### src/rtl/fifo_if.sv
// Handshake bundle between a FIFO and its producer/consumer.
// The master side drives the write request and the read acceptance; the slave side is the FIFO.
interface fifo_if #(
    parameter int WIDTH = 16,
    parameter int DEPTH = 16
);
    localparam int LW = $clog2(DEPTH) + 1;

    logic [WIDTH-1:0] data_in;
    logic             data_in_vld;
    logic             data_in_rdy;
    logic [WIDTH-1:0] data_out;
    logic             data_out_vld;
    logic             data_out_rdy;
    logic [LW-1:0]    level;

    modport master (
        output data_in, data_in_vld, data_out_rdy,
        input  data_in_rdy, data_out, data_out_vld, level
    );

    modport slave (
        input  data_in, data_in_vld, data_out_rdy,
        output data_in_rdy, data_out, data_out_vld, level
    );
endinterface

### src/rtl/fifo.sv
// Synchronous first-word fall-through FIFO with a word-count level output.
// Ready and valid are derived from the stored level only, so there is no empty bypass.
module fifo #(
    parameter int WIDTH = 16,
    parameter int DEPTH = 16
) (
    input logic   clk,
    input logic   rst_n,
    fifo_if.slave bus
);
    localparam int AW = $clog2(DEPTH);
    localparam int LW = AW + 1;

    logic [WIDTH-1:0] mem [DEPTH];
    logic [AW-1:0]    wr_ptr;
    logic [AW-1:0]    rd_ptr;
    logic [LW-1:0]    cnt;
    logic             push;
    logic             pop;

    assign bus.data_in_rdy  = (cnt != LW'(DEPTH));
    assign bus.data_out_vld = (cnt != '0);
    assign bus.level        = cnt;
    assign bus.data_out     = bus.data_out_vld ? mem[rd_ptr] : '0;

    assign push = bus.data_in_vld  && bus.data_in_rdy;
    assign pop  = bus.data_out_vld && bus.data_out_rdy;

    // Storage is deliberately left out of reset; the level gate hides stale words.
    always_ff @(posedge clk) begin
        if (push) begin
            mem[wr_ptr] <= bus.data_in;
        end
    end

    always_ff @(posedge clk or negedge rst_n) begin
        if (!rst_n) begin
            wr_ptr <= '0;
            rd_ptr <= '0;
            cnt    <= '0;
        end else begin
            if (push) begin
                wr_ptr <= wr_ptr + AW'(1);
            end
            if (pop) begin
                rd_ptr <= rd_ptr + AW'(1);
            end
            case ({push, pop})
                2'b10:   cnt <= cnt + LW'(1);
                2'b01:   cnt <= cnt - LW'(1);
                default: cnt <= cnt;
            endcase
        end
    end
endmodule

### src/flat_wrapper.sv
// flat-port wrapper written by rule: the top's interface ports become plain ports
module fifo_flat 
#(
    parameter int WIDTH = 16,
    parameter int DEPTH = 16
)
  (clk, rst_n, bus_data_in, bus_data_in_vld, bus_data_out_rdy, bus_data_in_rdy, bus_data_out, bus_data_out_vld, bus_level);
  fifo_if #(.WIDTH(WIDTH), .DEPTH(DEPTH)) bus_i ();
  input logic clk;
  input logic rst_n;
  input wire logic [$bits(bus_i.data_in)-1:0] bus_data_in;
  input wire logic [$bits(bus_i.data_in_vld)-1:0] bus_data_in_vld;
  input wire logic [$bits(bus_i.data_out_rdy)-1:0] bus_data_out_rdy;
  output wire logic [$bits(bus_i.data_in_rdy)-1:0] bus_data_in_rdy;
  output wire logic [$bits(bus_i.data_out)-1:0] bus_data_out;
  output wire logic [$bits(bus_i.data_out_vld)-1:0] bus_data_out_vld;
  output wire logic [$bits(bus_i.level)-1:0] bus_level;
  assign bus_i.data_in = bus_data_in;
  assign bus_i.data_in_vld = bus_data_in_vld;
  assign bus_i.data_out_rdy = bus_data_out_rdy;
  assign bus_data_in_rdy = bus_i.data_in_rdy;
  assign bus_data_out = bus_i.data_out;
  assign bus_data_out_vld = bus_i.data_out_vld;
  assign bus_level = bus_i.level;
  fifo #(.WIDTH(WIDTH), .DEPTH(DEPTH)) u_core (.clk(clk), .rst_n(rst_n), .bus(bus_i));
endmodule
### config.mk
export PLATFORM = sky130hd
export DESIGN_NAME = fifo_flat
export DESIGN_NICKNAME = d
export VERILOG_FILES = /design/src/rtl/fifo_if.sv /design/src/rtl/fifo.sv /design/src/flat_wrapper.sv
export SDC_FILE = /design/constraint.sdc
export NUM_CORES = 1
export LEC_CHECK = 0
export CORE_ASPECT_RATIO = 1.75
export CORE_UTILIZATION = 64
export CTS_CLUSTER_DIAMETER = 200
export DETAILED_ROUTE_END_ITERATION = 10
export PLACE_DENSITY = 0.83
export SETUP_SLACK_MARGIN = 0.5
export SYNTH_ARGS = -nofsm -noshare
export SYNTH_HDL_FRONTEND = slang
export SYNTH_SLANG_ARGS = --single-unit
export TNS_END_PERCENT = 10
### constraint.sdc
create_clock -name clk -period 4.25 [get_ports clk]
set_input_delay 0.85 -clock clk [delete_from_list [all_inputs] [get_ports clk]]
set_output_delay 0.85 -clock clk [all_outputs]
set_load 0.1 [all_outputs]
==> results.py <==
metrics = {
    "outcome": {
        "status": "completed",
    },
    "clocking": {
        "tritoncts": "built",
        "cts.sinks": 269,
        "cts_max_level": 1,
        "worst_skew_pair.late_latency_ns": 0.50,
        "numCtsBuffers": 22,
        "cts_max_path_buffers": 3,
        "ctsRootBufferMaster": "sky130_fd_sc_hd__clkbuf_16",
        "clkSlewWorstSetupHoldPaths_ns": 0.07,
    },
    "die": {
        "core.rowCount": 62,
        "die_area_sq_um": 17450,
        "die-width_um": 100.3,
        "ioPinCount": 43,
        "fp.coreArea_sq_um": 16450,
        "die_h_um": 174.0,
        "start_util": 0.6577,
    },
    "critical_path": {
        "slowest_stage": "sky130_fd_sc_hd__dfrtp_4",
        "worst_path_dominant_cell_family": "multiplexers",
        "crit_path_frequent_cell": "sky130_fd_sc_hd__buf_4",
        "cp.buffers_inverters": 2,
        "cp.arrival_ns": 2.79,
        "worst_setup_path_end_kind": "primary output",
        "worst-path-max-fanout": 17,
        "path_cells": "buf_4 > mux4_1 > mux2_2 > o21ai_1 > a21oi_2 > buf_4",
        "slowest_delay_ns": 0.61,
        "setup.worst_path.class": "flop to primary output",
        "kind_of_start_point_of_the_critical_path": "flop",
        "critPathRequiredTime_ns": 3.40,
    },
    "timing": {
        "totalNegativeSetupSlack_ns": 0,
        "final_setup_violation_count": 0,
        "finalHoldViolations": 0,
        "rsz0062_at_grt": "false",
        "fin_crit_sh": 0.8570,
        "final_critical_path_setup_slack_ns": 0.6076,
        "worst_slew_pin_slew_ns": 0.9968,
        "final_clock_skew_ns": 0.007138,
        "final_period_minus_worst_setup_slack_ns": 3.642,
        "fmaxAchievable_mhz": 274.5,
        "max-slew-margin-rel": 0.3334,
        "finalMaxSlewViolations": 0,
    },
    "synth": {
        "synthCells": 512,
        "yosysWarnings": 0,
        "syn_area_sq_um": 10820,
        "post_synth.cell_area_avg_sq_um": 21.13,
        "ys_seq_area_frac": 0.7408,
        "post-synth-top-area-cell": "sky130_fd_sc_hd__edfxtp_1",
        "synth_edf_count": 256,
        "synth_register_bits": 269,
        "synth_flop_cell": "sky130_fd_sc_hd__edfxtp_1",
        "post-synth-top-area-fraction": 0.7107,
        "synth.lib_cells_used.distinct": 42,
        "syn_nets": 541,
        "asyncSetResetFlopFracSynth": 0.04833,
        "synth_area_leaders": "sky130_fd_sc_hd__edfxtp_1 71%, sky130_fd_sc_hd__mux4_2 7.9%, sky130_fd_sc_hd__mux4_1 5.8%",
    },
    "global_routing": {
        "grt_first_pass_wirelength_um": 33080,
        "first_global_vias": 5559,
        "antenna_found_initial": 1,
        "global_router_s_overall_resource_usage": 0.2669,
        "grt_max_degree": 29,
        "gr-total-overflow": 0,
    },
    "final_layout": {
        "antenna_cells_inserted": 0,
        "layout-drive-gt1-share": 0.2596,
        "fill_cells": 904,
        "final_net_count": 610,
        "area.growth.synth_to_final_pct": 14.11,
    },
    "detailed_routing": {
        "detailroute.via_count": 5330,
        "drt_first_iter_violations": 449,
        "routed_via_density": 6.492,
        "final_antenna_net_count": 0,
        "route.detailed.drc": 0,
        "detail_route.wl_per_cell_um": 27.13,
        "total_length_of_routed_wires_um": 22280,
        "drt_first_pass_iters": 5,
    },
    "placement": {
        "post-place-ws_ns": 0.9736,
        "place_hpwl_um": 13480,
        "gp_congestion": 0.7850,
        "count_of_port_buffers_added_during_placement": 42,
    },
    "power_and_ir_drop": {
        "power_leakage_nw": 4.142,
        "vdd_ir_drop_max_mv": 0.4524,
        "power_density_nw_per_um2": 765.8,
    },
    "min_path": {
        "timing.hold.worst.class": "flop to flop",
    },
    "flow_run": {
        "cap_violations": 0,
    },
}
-- timing repair --
action | in CTS | in global routing
endpoints found under the setup margin | 5 | 1
hold buffers | 0 | 0
buffers inserted | 1 | 0
resized for setup | 0 | 1
-- sequential cells by signal, summed over array words and instances, names as in the netlist --
name / count
u_core.rd_ptr: 4
u_core.mem: 256
u_core.bus.level: 5
u_core.wr_ptr: 4
-- cell usage after synthesis, drive strengths merged (2+ instances only) --
library cell and count:
edfxtp 256, mux4 62, mux2i 20, a21oi 17, buf 17, mux2 17
nor2 17, o21ai 17, dfrtp 13, clkbuf 11, ha 9, nand2 8
xnor2 7, inv 4, nand2b 4, nand3 4, nor3 4, xor2 4
a31oi 2, and3b 2, nor2b 2, o21a 2
-- placed cells by master (no fill, tap or decap), types with 2 or more instances in the layout --
cell / instances
sky130_fd_sc_hd__mux4_2: 38
sky130_fd_sc_hd__clkbuf_16: 23
sky130_fd_sc_hd__clkinv_1: 3
sky130_fd_sc_hd__and3b_1: 2
sky130_fd_sc_hd__a21oi_2: 7
sky130_fd_sc_hd__dfrtp_4: 2
sky130_fd_sc_hd__ha_1: 9
sky130_fd_sc_hd__dfrtp_1: 10
sky130_fd_sc_hd__nand3_1: 4
sky130_fd_sc_hd__xor2_1: 4
sky130_fd_sc_hd__xnor2_1: 7
sky130_fd_sc_hd__a31oi_1: 2
sky130_fd_sc_hd__nand2_1: 8
sky130_fd_sc_hd__o21ai_0: 2
sky130_fd_sc_hd__mux2i_1: 20
sky130_fd_sc_hd__clkinv_2: 2
sky130_fd_sc_hd__o21a_1: 2
sky130_fd_sc_hd__mux4_1: 24
sky130_fd_sc_hd__nor3_2: 4
sky130_fd_sc_hd__nor2b_1: 2
sky130_fd_sc_hd__edfxtp_1: 256
sky130_fd_sc_hd__buf_4: 47
sky130_fd_sc_hd__clkdlybuf4s50_1: 25
sky130_fd_sc_hd__inv_1: 4
sky130_fd_sc_hd__mux2_2: 17
sky130_fd_sc_hd__clkbuf_8: 5
sky130_fd_sc_hd__nor2_1: 17
sky130_fd_sc_hd__clkbuf_1: 5
sky130_fd_sc_hd__o21ai_1: 14
sky130_fd_sc_hd__a21oi_1: 9
sky130_fd_sc_hd__nand2b_1: 4
sky130_fd_sc_hd__bufinv_16: 2
-- final cells by class --
cell class	instances	area, sq um	area share
clock buffer	33	663.1	0.05373
timing repair buffer	74	650.6	0.05271
multi-input combinational	210	2631	0.2132
clock inverter	7	81.33	0.006589
tap	224	280.3	0.02271
sequential	269	8021	0.6499
inverter	4	15.01	0.001216
-- cell families after synthesis --
group                      count (synthesis)  synth area share
buffers and inverters                     33           0.02128
AOI/OAI and AO/OA                         43           0.02256
DFF                                      269            0.7408
muxes                                     99            0.1736
adders and majority gates                  9           0.01041
xor gates and xnor gates                  11          0.008907
and+or+nand+nor                           48           0.02244
-- final timing paths --
check / from / end / slack, ns / cells past startpoint
max: u_core.rd_ptr[0] / bus_data_out[7] / 0.61 / 6
min: u_core.bus.level[4] / u_core.bus.level[4] / 0.56 / 1
max reg2reg: u_core.bus.level[2] / u_core.bus.level[4] / 1.25 / 11
min reg2reg: u_core.bus.level[4] / u_core.bus.level[4] / 0.56 / 1
max in group asynchronous: rst_n / u_core.rd_ptr[0] / 3.03 / 1
min in group asynchronous: rst_n / u_core.bus.level[2] / 0.75 / 1
-- worst reg2reg max path, delay by kind of cell (launching register included) --
family                   cells  cell delay [ns]
buffers and inverters        1             0.25
flip-flops                   1             0.47
AO/OA/AOI/OAI                3             0.50
adder cells (fa/ha/maj)      2             0.55
XOR/XNOR                     2             0.35
AND/OR/NAND/NOR              3             0.81
-- per-stage QoR --
step           hold WS [ns]  total power [W]  utilization  instances  area [sq um]
2_1_floorplan        0.5544         0.006562            -        512         10860
3_3_place_gp         0.5427         0.007280       0.7034        780         11570
3_5_place_dp         0.5572         0.007374       0.7034        780         11570
4_1_cts              0.5647         0.009492       0.7504        821         12340
5_1_grt              0.5993         0.009755       0.7505        821         12340
6_report             0.5600         0.009452       0.7505        821         12340
-- report_power, final --
group	total, W	leakage, nW	switching (W)	internal, W
Clock	0.00207	0.366	0.000871	0.00120
Sequential	0.00352	2.46	0.000291	0.00322
Combinational	0.00387	1.31	0.00253	0.00134
Total	0.00945	4.14	0.00369	0.00576
-- metal layers --
layer	part of all wire	vias to the layer above	routed length, um	GRT usage
li1	-	2248	-	-
met1	0.36	2740	8106	0.3391
met2	0.53	274	11850	0.4509
met3	0.066	66	1476	0.04584
met4	0.037	2	829	0.1196
met5	0.00076	-	17	0
(Power assumes the default switching activity.)
